==> src/rtl/mc_ctrl_pkg.sv <==
// Shared encodings for the multi-cycle MIPS control FSM and datapath.
// Holds state codes, opcodes and the datapath select encodings.
package mc_ctrl_pkg;

  localparam logic [3:0] S_RESET    = 4'd0;
  localparam logic [3:0] S_FETCH    = 4'd1;
  localparam logic [3:0] S_DECODE   = 4'd2;
  localparam logic [3:0] S_MEM_ADDR = 4'd3;
  localparam logic [3:0] S_MEM_RD   = 4'd4;
  localparam logic [3:0] S_MEM_WB   = 4'd5;
  localparam logic [3:0] S_MEM_WR   = 4'd6;
  localparam logic [3:0] S_R_EXEC   = 4'd7;
  localparam logic [3:0] S_R_WB     = 4'd8;
  localparam logic [3:0] S_BRANCH   = 4'd9;
  localparam logic [3:0] S_JUMP     = 4'd10;
  localparam logic [3:0] S_I_EXEC   = 4'd11;
  localparam logic [3:0] S_I_WB     = 4'd12;

  localparam logic [5:0] OP_RTYPE = 6'h00;
  localparam logic [5:0] OP_LW    = 6'h23;
  localparam logic [5:0] OP_SW    = 6'h2B;
  localparam logic [5:0] OP_BEQ   = 6'h04;
  localparam logic [5:0] OP_J     = 6'h02;
  localparam logic [5:0] OP_ADDI  = 6'h08;
  localparam logic [5:0] OP_ORI   = 6'h0D;

  localparam logic [1:0] ALU_ADD   = 2'b00;
  localparam logic [1:0] ALU_SUB   = 2'b01;
  localparam logic [1:0] ALU_FUNCT = 2'b10;
  localparam logic [1:0] ALU_OR    = 2'b11;

  localparam logic [1:0] SRCB_REG  = 2'b00;
  localparam logic [1:0] SRCB_FOUR = 2'b01;
  localparam logic [1:0] SRCB_IMM  = 2'b10;
  localparam logic [1:0] SRCB_IMM2 = 2'b11;

  localparam logic [1:0] PCS_ALU    = 2'b00;
  localparam logic [1:0] PCS_ALUOUT = 2'b01;
  localparam logic [1:0] PCS_JUMP   = 2'b10;

  // States whose exit into FETCH retires an instruction.
  function automatic logic is_retire(input logic [3:0] s);
    return (s == S_MEM_WB) || (s == S_MEM_WR) ||
           (s == S_R_WB)   || (s == S_BRANCH) ||
           (s == S_JUMP)   || (s == S_I_WB);
  endfunction

endpackage

==> src/rtl/multicycle_ctrl.sv <==
// Moore control FSM for the multi-cycle MIPS datapath with memory stall.
// In: clk_i, rst_i (async low), instr_op_i, mem_ready_i. Out: selects, strobes, state_o, instr_cnt_o.
module multicycle_ctrl
  import mc_ctrl_pkg::*;
#(
  parameter int CNT_W = 32
) (
  input  logic             clk_i,
  input  logic             rst_i,
  input  logic [5:0]       instr_op_i,
  input  logic             mem_ready_i,
  output logic             pc_write_o,
  output logic             pc_write_cond_o,
  output logic             iord_o,
  output logic             mem_read_o,
  output logic             mem_write_o,
  output logic             ir_write_o,
  output logic             reg_dst_o,
  output logic             mem_to_reg_o,
  output logic             reg_write_o,
  output logic             alu_src_a_o,
  output logic [1:0]       alu_src_b_o,
  output logic [1:0]       alu_op_o,
  output logic [1:0]       pc_source_o,
  output logic             ext_sign_o,
  output logic             illegal_o,
  output logic [3:0]       state_o,
  output logic [CNT_W-1:0] instr_cnt_o
);

  logic [3:0]       state_q, state_d;
  logic [CNT_W-1:0] cnt_q, cnt_d;

  always_comb begin
    state_d = state_q;
    case (state_q)
      S_RESET:  state_d = S_FETCH;
      S_FETCH:  if (mem_ready_i) state_d = S_DECODE;
      S_DECODE: begin
        case (instr_op_i)
          OP_LW, OP_SW:    state_d = S_MEM_ADDR;
          OP_RTYPE:        state_d = S_R_EXEC;
          OP_BEQ:          state_d = S_BRANCH;
          OP_J:            state_d = S_JUMP;
          OP_ADDI, OP_ORI: state_d = S_I_EXEC;
          default:         state_d = S_FETCH;
        endcase
      end
      S_MEM_ADDR:
        state_d = (instr_op_i == OP_SW) ? S_MEM_WR : S_MEM_RD;
      S_MEM_RD: if (mem_ready_i) state_d = S_MEM_WB;
      S_MEM_WB: state_d = S_FETCH;
      S_MEM_WR: if (mem_ready_i) state_d = S_FETCH;
      S_R_EXEC: state_d = S_R_WB;
      S_R_WB:   state_d = S_FETCH;
      S_BRANCH: state_d = S_FETCH;
      S_JUMP:   state_d = S_FETCH;
      S_I_EXEC: state_d = S_I_WB;
      S_I_WB:   state_d = S_FETCH;
      default:  state_d = S_FETCH;
    endcase
  end

  always_comb begin
    pc_write_o      = 1'b0;
    pc_write_cond_o = 1'b0;
    iord_o          = 1'b0;
    mem_read_o      = 1'b0;
    mem_write_o     = 1'b0;
    ir_write_o      = 1'b0;
    reg_dst_o       = 1'b0;
    mem_to_reg_o    = 1'b0;
    reg_write_o     = 1'b0;
    alu_src_a_o     = 1'b0;
    alu_src_b_o     = SRCB_REG;
    alu_op_o        = ALU_ADD;
    pc_source_o     = PCS_ALU;
    ext_sign_o      = 1'b1;
    illegal_o       = 1'b0;
    case (state_q)
      S_RESET: ext_sign_o = 1'b0;
      S_FETCH: begin
        mem_read_o  = 1'b1;
        alu_src_b_o = SRCB_FOUR;
        // IR and PC only load once the fetch read completes.
        ir_write_o  = mem_ready_i;
        pc_write_o  = mem_ready_i;
      end
      S_DECODE: begin
        alu_src_b_o = SRCB_IMM2;
        case (instr_op_i)
          OP_LW, OP_SW, OP_RTYPE, OP_BEQ,
          OP_J, OP_ADDI, OP_ORI: illegal_o = 1'b0;
          default:               illegal_o = 1'b1;
        endcase
      end
      S_MEM_ADDR: begin
        alu_src_a_o = 1'b1;
        alu_src_b_o = SRCB_IMM;
      end
      S_MEM_RD: begin
        mem_read_o = 1'b1;
        iord_o     = 1'b1;
      end
      S_MEM_WB: begin
        reg_write_o  = 1'b1;
        mem_to_reg_o = 1'b1;
      end
      S_MEM_WR: begin
        mem_write_o = 1'b1;
        iord_o      = 1'b1;
      end
      S_R_EXEC: begin
        alu_src_a_o = 1'b1;
        alu_op_o    = ALU_FUNCT;
      end
      S_R_WB: begin
        reg_write_o = 1'b1;
        reg_dst_o   = 1'b1;
      end
      S_BRANCH: begin
        alu_src_a_o     = 1'b1;
        alu_op_o        = ALU_SUB;
        pc_write_cond_o = 1'b1;
        pc_source_o     = PCS_ALUOUT;
      end
      S_JUMP: begin
        pc_write_o  = 1'b1;
        pc_source_o = PCS_JUMP;
      end
      S_I_EXEC: begin
        alu_src_a_o = 1'b1;
        alu_src_b_o = SRCB_IMM;
        // ori zero-extends its immediate and ORs.
        if (instr_op_i == OP_ORI) begin
          alu_op_o   = ALU_OR;
          ext_sign_o = 1'b0;
        end
      end
      S_I_WB: reg_write_o = 1'b1;
      default: ;
    endcase
  end

  always_comb begin
    cnt_d = cnt_q;
    if (is_retire(state_q) && state_d == S_FETCH)
      cnt_d = cnt_q + CNT_W'(1);
  end

  always_ff @(posedge clk_i or negedge rst_i) begin
    if (!rst_i) begin
      state_q <= S_RESET;
      cnt_q   <= '0;
    end else begin
      state_q <= state_d;
      cnt_q   <= cnt_d;
    end
  end

  assign state_o     = state_q;
  assign instr_cnt_o = cnt_q;

endmodule

==> config.mk <==
export PLATFORM = sky130hd
export DESIGN_NAME = multicycle_ctrl
export DESIGN_NICKNAME = d
export VERILOG_FILES = /design/src/rtl/mc_ctrl_pkg.sv /design/src/rtl/multicycle_ctrl.sv
export SDC_FILE = /design/constraint.sdc
export NUM_CORES = 1
export LEC_CHECK = 0
export ABC_AREA = 1
export BUFFER_PORTS_ARGS = -buffer_cell sky130_fd_sc_hd__buf_2
export CORE_ASPECT_RATIO = 0.6
export CORE_UTILIZATION = 40
export CTS_BUF_LIST = sky130_fd_sc_hd__clkbuf_16
export CTS_CLUSTER_DIAMETER = 120
export DETAILED_ROUTE_END_ITERATION = 8
export GPL_TIMING_DRIVEN = 0
export SLEW_MARGIN = 10
export SYNTH_ARGS = -nofsm -noshare
export SYNTH_HDL_FRONTEND = slang
export SYNTH_SLANG_ARGS = --single-unit
==> constraint.sdc <==
create_clock -name clk_i -period 2.4 [get_ports clk_i]
set_clock_uncertainty 0.05 [all_clocks]
set_input_delay 0.12 -clock clk_i [delete_from_list [all_inputs] [get_ports clk_i]]
set_output_delay 0.12 -clock clk_i [all_outputs]
set_load 0.02 [all_outputs]
==> results.yml <==
finish:
  multi_input_comb_area_sq_um: 1460
  final_cells: 569
  seqCellArea_sq_um: 901
  utilization: 0.514
  fin_nets: 494
  synthToLayoutAreaGrowth_pct: 21.9
  antenna_cells: 0
  fillers: 643
  final_cell_area_sq_um: 3180
  layout-drive-gt1-share: 0.190
timing:
  tns_ps: 0
  hold_viol_final: 0
  rsz0062_at_grt: "no"
  slew_viol_final: 0
  timing.fmax_mhz: 459
  min_period_ps: 2180
  worst_pin_slew_ps: 805
  max_slew_margin: 0.463
  finalCritPeriodShare: 0.909
  setup_viol: 0
min_path:
  hold_path.class: "in -> reg"
synthesis:
  yosysWarnings: 0
  synth.area.top_cells: "dfrtp_1 (34%), nand2_1 (22%), nand3_1 (10%), nor2_1 (7.9%), inv_1 (6.3%)"
  seq_area_frac_synth: 0.345
  ys_ff_latch: 36
  syn_area_per_cell_sq_um: 6.31
  synthFlopType: "dfrtp_1"
  ys_types: 27
  synth_top_area_share: 0.345
  yosys.area.top_type: "dfrtp_1"
  syn_nets: 424
  synth_edf_count: 0
  syn_inst: 414
  async_flop_share: 1.00
  synth_area_sq_um: 2610
status:
  status: "finished, final reports clean"
critical_path:
  cp_data_arrival_time_ps: 2310
  required_ps: 2530
  cpPeakStageDelay_ps: 440
  worstPathCellList: "nor2_1 -> nand2_1 -> nand3_1 -> nand2_1 -> inv_2 -> buf_4 -> nand4_1 -> nor2_2 -> nand2_1 -> nand2_1 -> nand2_1"
  crit_type: "reg -> reg"
  slowest_stage: "dfrtp_1"
  cp-start-kind: "flop"
  path_common_cell: "nand2_1"
  critical-path-top-delay-family: "simple AND/OR/NAND/NOR gates"
  worstPathBufferInverterCount: 2
  crit_path_end_kind: "flop"
  crit_fanout: 10
place:
  place_area_sq_um: 3030
  io_buffers: 62
  routabilityCongestion: 0.945
  dp_hpwl_mm: 5.93
  numPlacedInstances: 560
detailed_routing:
  vias: 2900
  post_drt_wl_per_cell_microns: 13.4
  drt_iter0_markers: 239
  drc: 0
  viasPerCell: 5.10
  first_pass_iters: 5
  postRouteAntennaNets: 0
  routed_wl_mm: 7.60
clocking:
  cts_root_buffer: "clkbuf_16"
  htreeDepth: 2
  cts_sinks: 36
  cts_tree: "done"
  cts.clk_slew.worst_paths_ps: 50
  cts_made_buffers: 5
  clock_latency_ps: 280
  cts_max_path_buffers: 2
grt:
  grt_first_pass_wirelength_mm: 12.5
  gr-total-overflow: 0
  grt_max_degree: 37
  grt_usage: 0.240
  grt_pass1_vias: 2465
  grt_antenna_before_repair: 0
floorplan:
  num_rows: 22
  die_h_microns: 64.6
  core-area_sq_um: 6190
  die_x_microns: 106
  initial_utilization: 0.422
  dieArea_sq_um: 6870
  ios: 63
power:
  power.leakage_nw: 1.79
  vdd.ir_drop.worst_v: 0.000596
  p_total_mw: 2.66
  p_per_area_nw_per_um2: 835
flow_run:
  cap_violations: 0
metal layers:
| metal | GRT usage | vias to the layer above | wire, microns |
|---|---|---|---|
| met5 | 0 | - | 0 |
| met4 | 0.0469 | 0 | 62 |
| met3 | 0.0513 | 8 | 704 |
| met2 | 0.304 | 121 | 2740 |
| met1 | 0.397 | 1321 | 4090 |
| li1 | - | 1450 | - |
synth_stat cells, types with 3 or more instances:
master / count
nand2_1: 152
nor2_1: 55
nand3_1: 52
inv_1: 44
dfrtp_1: 36
nor3_1: 14
nand4_1: 10
xor2_1: 9
inv_2: 6
nand3b_1: 5
buf_6: 4
buf_2: 3
nor2_2: 3
o21ai_0: 3
xnor2_1: 3
registers in the layout, summed over array words and instances, names as in the netlist:
register     flops
instr_cnt_o     32
state_o          4
what timing repair did:
item | in CTS | in global routing
endpoints found under the hold margin | 36 | 0
hold buffers | 1 | 0
buffers inserted | 0 | 0
endpoints found under the setup margin | 0 | 2
gates resized for setup | 0 | 3
cell families (layout without fill, tap and decap cells):
logic type / count (synthesis) / in the layout / share of synthesized area
AO/OA/AOI/OAI: 8 / 8 / 0.0177
XOR/XNOR: 12 / 12 / 0.0403
adder cells (fa/ha/maj): 1 / 1 / 0.00479
buffers and inverters: 59 / 130 / 0.101
flip-flops: 36 / 36 / 0.345
AND/OR/NAND/NOR: 298 / 298 / 0.492
cells in the final DEF (no fill, tap or decap), types with 2 or more instances in the layout:
cell type  Yosys  routed
nor2_2         3       4
o21ai_0        3       3
nand3b_1       5       5
buf_4          2       2
nand2_2        2       2
xnor2_1        3       3
nand2_1      152     152
nand3_1       52      52
nand4_1       10      10
inv_2          6       6
dfrtp_1       36      36
xor2_1         9       9
o21ai_1        2       2
inv_1         44      46
clkbuf_16      0       5
buf_6          4       4
nor3_1        14      14
nor2_1        55      54
buf_2          3      65
per-stage QoR:
stage	worst slack (ps)	hold WS (ps)
after floorplan	438	-226
after global routing	25.5	288
after detailed placement	246	210
after CTS	232	206
after global placement	245	209
final	219	218
final cells by class:
cell class                 instances  share of cell area
multi-input combinational        319               0.458
sequential                        36               0.283
timing repair buffer              63               0.101
inverter                          50              0.0589
clock buffer                       5              0.0393
tap                               84              0.0330
buffer                             9              0.0236
clock inverter                     3             0.00354
worst register-to-register path: cells and delay by family (launching register included):
kind | cells | cell delay, ps
flip-flops | 1 | 440
AND/OR/NAND/NOR | 9 | 1250
buffers and inverters | 2 | 330
worst paths after layout:
path | from | to | slack [ps] | cells after the start
max | state_o[1] | instr_cnt_o[25] | 220 | 11
min | mem_ready_i | state_o[0] | 220 | 5
max reg2reg | state_o[1] | instr_cnt_o[25] | 220 | 11
min reg2reg | instr_cnt_o[31] | instr_cnt_o[31] | 460 | 2
max in group asynchronous | rst_i | instr_cnt_o[27] | 1380 | 2
min in group asynchronous | rst_i | instr_cnt_o[13] | 420 | 2
power by group:
| part | switching [mW] | leakage (nW) | internal [mW] |
|---|---|---|---|
| clock | 0.244 | 0.0738 | 0.373 |
| combinational | 0.912 | 1.22 | 0.412 |
| sequential | 0.0662 | 0.495 | 0.652 |
| total | 1.22 | 1.79 | 1.44 |
(Power assumes the default switching activity.)
